## src/rtl/priority_encoder_seq_if.sv

```systemverilog
// Request/response channel of priority_encoder_seq: request vector in, encoded index out.
interface priority_encoder_seq_if #(
  parameter int N = 3
);
  localparam int W = 1 << N;

  logic         req_valid;
  logic         req_ready;
  logic [W-1:0] req;
  logic         y_valid;
  logic         y_ready;
  logic [N-1:0] y;
  logic         busy;

  modport slave (
    input  req_valid, req, y_ready,
    output req_ready, y_valid, y, busy
  );

  modport master (
    output req_valid, req, y_ready,
    input  req_ready, y_valid, y, busy
  );
endinterface

```

## src/rtl/priority_encoder_seq.sv

```systemverilog
// Sequential multi-hot to binary encoder: stores a 2**N-bit vector and emits one set-bit index per transfer.
// Optional macro ROUND_ROBIN_EN: round-robin selection starting after the last issued index (default: lowest index first).
module priority_encoder_seq #(
  parameter int N = 3
) (
  input  logic                  clk,
  input  logic                  reset,
  priority_encoder_seq_if.slave bus
);
  localparam int W = 1 << N;

  logic [W-1:0] pending_q, pending_d;
  logic [N-1:0] y_q, y_d;
  logic         y_valid_q, y_valid_d;
  logic         slot_free, load, issue;
  logic [N-1:0] sel;

  function automatic logic [N-1:0] lowest_set(input logic [W-1:0] v);
    logic [N-1:0] idx;
    idx = '0;
    for (int i = W - 1; i >= 0; i--) begin
      if (v[i]) idx = N'(i);
    end
    return idx;
  endfunction

`ifdef ROUND_ROBIN_EN
  logic [N-1:0] ptr_q, ptr_d;

  // Search ptr+1 .. ptr+W (mod W); iterating farthest-first lets the nearest hit win.
  function automatic logic [N-1:0] rr_select(input logic [W-1:0] v, input logic [N-1:0] ptr);
    logic [N-1:0] idx, j;
    idx = '0;
    for (int k = W; k >= 1; k--) begin
      j = ptr + N'(k);
      if (v[j]) idx = j;
    end
    return idx;
  endfunction
`endif

  always_comb begin
    slot_free = !y_valid_q || bus.y_ready;
    load      = bus.req_valid && (pending_q == '0);
    issue     = (pending_q != '0) && slot_free;
`ifdef ROUND_ROBIN_EN
    sel       = rr_select(pending_q, ptr_q);
    ptr_d     = ptr_q;
    if (issue) ptr_d = sel;
`else
    sel       = lowest_set(pending_q);
`endif
    pending_d = pending_q;
    y_d       = y_q;
    y_valid_d = y_valid_q;
    // load requires pending == 0 and issue requires pending != 0, so they never overlap
    if (load) pending_d = bus.req;
    if (issue) begin
      pending_d[sel] = 1'b0;
      y_d            = sel;
      y_valid_d      = 1'b1;
    end else if (slot_free) begin
      y_valid_d = 1'b0;
    end
  end

  always_ff @(posedge clk) begin
    if (reset) begin
      pending_q <= '0;
      y_q       <= '0;
      y_valid_q <= 1'b0;
`ifdef ROUND_ROBIN_EN
      ptr_q     <= '1;
`endif
    end else begin
      pending_q <= pending_d;
      y_q       <= y_d;
      y_valid_q <= y_valid_d;
`ifdef ROUND_ROBIN_EN
      ptr_q     <= ptr_d;
`endif
    end
  end

  assign bus.req_ready = (pending_q == '0);
  assign bus.y         = y_q;
  assign bus.y_valid   = y_valid_q;
  assign bus.busy      = (pending_q != '0) || y_valid_q;
endmodule
```

## src/flat_wrapper.sv

```systemverilog
// flat-port wrapper written by rule: the top's interface ports become plain ports
module priority_encoder_seq_flat 
#(
  parameter int N = 3
)
  (clk, reset, bus_req_valid, bus_req, bus_y_ready, bus_req_ready, bus_y_valid, bus_y, bus_busy);
  priority_encoder_seq_if #(.N(N)) bus_i ();
  input  logic clk;
  input  logic reset;
  input wire logic [$bits(bus_i.req_valid)-1:0] bus_req_valid;
  input wire logic [$bits(bus_i.req)-1:0] bus_req;
  input wire logic [$bits(bus_i.y_ready)-1:0] bus_y_ready;
  output wire logic [$bits(bus_i.req_ready)-1:0] bus_req_ready;
  output wire logic [$bits(bus_i.y_valid)-1:0] bus_y_valid;
  output wire logic [$bits(bus_i.y)-1:0] bus_y;
  output wire logic [$bits(bus_i.busy)-1:0] bus_busy;
  assign bus_i.req_valid = bus_req_valid;
  assign bus_i.req = bus_req;
  assign bus_i.y_ready = bus_y_ready;
  assign bus_req_ready = bus_i.req_ready;
  assign bus_y_valid = bus_i.y_valid;
  assign bus_y = bus_i.y;
  assign bus_busy = bus_i.busy;
  priority_encoder_seq #(.N(N)) u_core (.clk(clk), .reset(reset), .bus(bus_i));
endmodule
```

## config.mk

```make
export PLATFORM = sky130hd
export DESIGN_NAME = priority_encoder_seq_flat
export DESIGN_NICKNAME = d
export VERILOG_FILES = /design/src/rtl/priority_encoder_seq_if.sv /design/src/rtl/priority_encoder_seq.sv /design/src/flat_wrapper.sv
export SDC_FILE = /design/constraint.sdc
export NUM_CORES = 1
export LEC_CHECK = 0
export ABC_AREA = 1
export CORE_AREA = 8 8 47 49
export DETAILED_ROUTE_END_ITERATION = 10
export DIE_AREA = 0 0 55 57
export GPL_ROUTABILITY_DRIVEN = 0
export HOLD_SLACK_MARGIN = 0.1
export PLACE_DENSITY_LB_ADDON = 0.15
export SYNTH_ARGS = -nofsm -noshare
export SYNTH_HDL_FRONTEND = slang
export SYNTH_SLANG_ARGS = --single-unit
```

## constraint.sdc

```tcl
create_clock -name clk -period 1.6 [get_ports clk]
set_clock_uncertainty 0.05 [all_clocks]
set_input_delay 0.48 -clock clk [delete_from_list [all_inputs] [get_ports clk]]
set_output_delay 0.48 -clock clk [all_outputs]
set_load 0.01 [all_outputs]
```

==> results of run 1 <==
==> worst reg2reg max path, delay by kind of cell (launching register included) <==
family                 cells  cell delay (ns)
AOI/OAI and AO/OA          1             0.13
and+or+nand+nor            5             0.44
buffers and inverters      3             0.39
DFF                        1             0.38
==> flip-flops by register name (all words and copies together) (netlist names) <==
name and cells:
u_core.pending_q 8, u_core.bus.y 3, u_core.bus.y_valid 1
==> through the flow <==
stage               hold slack, ns  total power [W]  worst slack [ns]  util, %
floorplan                    0.432          0.00129             0.174        -
global placement             0.400          0.00187            -0.180     57.1
detailed placement           0.411          0.00187            -0.199     57.1
CTS                          0.421          0.00209           -0.0761     59.7
global route                 0.465          0.00249            -0.143     62.5
finish                       0.416          0.00230           -0.0991     62.5
==> per-layer routing <==
metal / up-vias / part of all wire, %
li1: 378 / -
met1: 344 / 42
met2: 22 / 50
met3: 4 / 5.7
met4: 0 / 2.1
met5: - / 0
==> repair_timing <==
item                                    CTS  global route
gates resized for setup                  19             5
endpoints found under the setup margin    6             2
setup buffers                             2             4
pin swaps                                 4             4
==> cell families after synthesis <==
logic type             after synthesis
and+or+nand+nor                     50
AOI/OAI and AO/OA                   16
buffers and inverters               16
DFF                                 12
==> power by group through the flow <==
stage	logic (W)	registers, W	clock network [W]
2_1_floorplan	0.000775	0.000515	0
3_3_place_gp	0.00138	0.000488	0
3_5_place_dp	0.00138	0.000495	0
4_1_cts	0.00139	0.000503	0.000189
5_1_grt	0.00175	0.000535	0.000205
6_report	0.00159	0.000522	0.000189
==> cell usage in the layout, fill, tap and decap left out <==
cell / synthesis / layout
nand2_1: 25 / 25
buf_4: 1 / 20
inv_1: 14 / 14
a21oi_1: 11 / 11
clkdlybuf4s50_1: 0 / 11
nand3_1: 9 / 9
nor2_1: 8 / 6
dfxtp_1: 12 / 6
dfxtp_2: 0 / 6
nor2_4: 1 / 5
dlygate4sd2_1: 0 / 4
nand2_2: 3 / 3
clkbuf_4: 0 / 3
o21ai_1: 2 / 2
buf_2: 0 / 2
o21ai_0: 1 / 1
nand4_1: 1 / 1
nor4_1: 1 / 1
a31oi_1: 1 / 1
o211a_1: 1 / 1
==> cell type report <==
cell class              count  area (µm²)  share of cell area, %
multi-input cells          66         335                   34.1
clock buffers               3        22.5                   2.29
flip-flops and latches     12         248                   25.2
inverters                  14        52.6                   5.34
repair buffers             37         305                   31.0
well taps                  17        21.3                   2.16
==> final timing paths <==
| path | from | endpoint | slack, ns | cells after the start |
|---|---|---|---|---|
| setup / recovery | u_core.pending_q[1] | bus_busy | -0.1 | 5 |
| hold / removal | u_core.bus.y[2] | u_core.bus.y[2] | 0.42 | 2 |
| setup reg to reg | u_core.pending_q[4] | u_core.pending_q[3] | 0.12 | 9 |
| hold reg to reg | u_core.bus.y[2] | u_core.bus.y[2] | 0.42 | 2 |
==> results.md, run 1 <==
* GR Layer Usage met2 at approximately a fifth
* Sequential share of power at 22.7%
* Largest net degree at the start of global routing at 8
* Antenna fix cells at 0
* Row cnt at 15
* Switching share of total power at a little over two fifths
* CP bufs+invs at 1
* Maxcap violations at 0
* Fin crit period at 1.70 ns
* Compound-gate portion of the synthesized area at between 10% and 20%
* Clock tree buffer depth at 2
* # port buffers at 17
* Async set or reset register ratio after synthesis at 0%
* NetSw at between 0.001 and 0.0015 W
* Adder-Cell Fraction of Synth Area at 0%
* Area contributors post-synth: dfxtp_1 (39%), nand2_1 (15%), a21oi_1 (8.9%), inv_1 (8.5%), nand3_1 (7.2%)
* Leakage at 0.501 nW
* Tightest Hold Check Type: flip-flop to flip-flop
* Post-synthesis xor/xnor area fraction at 0%
* Post-Synthesis Cells at 94
* Global-route wire length before repair at 3020 µm
* Final Max Slew Viols at 0
* Startpoint Class: flip-flop
* Worst endpoint required time at 1.07 ns
* Mux share of post-synthesis cell area at 0%
* Cell repeated most along the worst path: nor2_4
* Largest family of logic cells by synthesized area: simple AND/OR/NAND/NOR gates
* Critical Path Max Stage Delay at 0.34 ns
* Core Box Area at 1580 µm²
* Post-synthesis average cell area at 6.62 µm²
* Fin nets at 146
* Post-route ant nets at 0
* Power Density at 2330 nW/µm²
* Status: finished with violations
* RSZ-0062 raised after global routing: true
* All-layer global routing usage at approximately an eighth
* DR DRC count at 0
* Count leader, synth: nand2_1
* Die height at ~57 µm
* Clock sink count at 12
* # H-tree levels at 1
* Via Count at 748
* Netlist cell types at 17
* Root Buffer: clkbuf_4
* Placed inst area at around 900 µm²
* Internal at 0.00129 W
* Detailed router's first-iteration violation count at 15
* Final cell count without fillers at 149
* Clk_lat worst skew at 0.28 ns
* Initial core utilization at ~40%
* Clock network fraction of total power at 8.2%
* Fmax at roughly 0.6 GHz
* Arrival time worst endpoint at 1.17 ns
* Dpl cells at 140
* Leading area contributor after synthesis: dfxtp_1
* Drt first pass iters at 4
* Yosys top cell area share at between 30% and 40%
* Critical path type: flip-flop to output port
* CTS Buf Count at 3
* CTS tree: yes
* Vias in the first global route at 740
* EDFF count, synth at 0
* Max VDD drop at roughly 1100 µV
* Area grow syn2layout at 58.4%
* Top cells by instance count after synthesis: nand2_1 (25), inv_1 (14), dfxtp_1 (12), a21oi_1 (11), nand3_1 (9)
* Grt met1 use at 15.3%
* Mapped Area at 622 µm²
* Slew HR at 81.6%
* Worst path slowest cell: dfxtp_2
* Via density at 5.02
* GR peak layer: met2
* Final period util at 106%
* Combinational Power Share at 69.1%
* Number of fill cells at between 150 and 200
* # IOs at 18
* Detailed-route wire length per cell at between 10 and 15 µm
* Clock slew at reported path FFs at 0.07 ns
* Final HPWL DP at 1330 µm
* Post-route setup slack at -0.0991 ns
* Critical Path Fanout Max at 4
* WL final at 1830 µm
* Post-route cell area at 985 µm²
* Endpoints failing hold at 0
* CP endpoint kind: output port
* Synthesized flop and latch total at 12
* Cell family with most CP delay: simple AND/OR/NAND/NOR gates
* Least-Margin Pin Slew at ~0.27 ns
* Sequential area share after synthesis at ~39%
* Number of synthesis warnings at 0
* Met3 usage at 3.64%
* CP Cell Sequence: nor2_4 > nand2_2 > nor2_4 > nand2_1 > buf_2
* Synth Area in Simple Gates at 36.0%
* Share of cells above drive strength 1 at 29.5%
* Gr ovfl total at 0
* Setup tns final at -0.150 ns
* Chip Width at 55 µm
* Syn nets at 106
* Initial antenna violation count at 0
* Final setup vio count at 2
* Main synth FF type: dfxtp_1
* Failing checks: setup timing
* DIE AREA at 3140 µm²
* Hold_buf cts at 0
No activity file was read; power rests on OpenSTA's default activity.
==> run 2: changes to the inputs <==
Settings changed: CTS_CLUSTER_SIZE from default to 14.
==> results of run 2 <==
Final layout, timing and power as in run 1 (identical DEF).
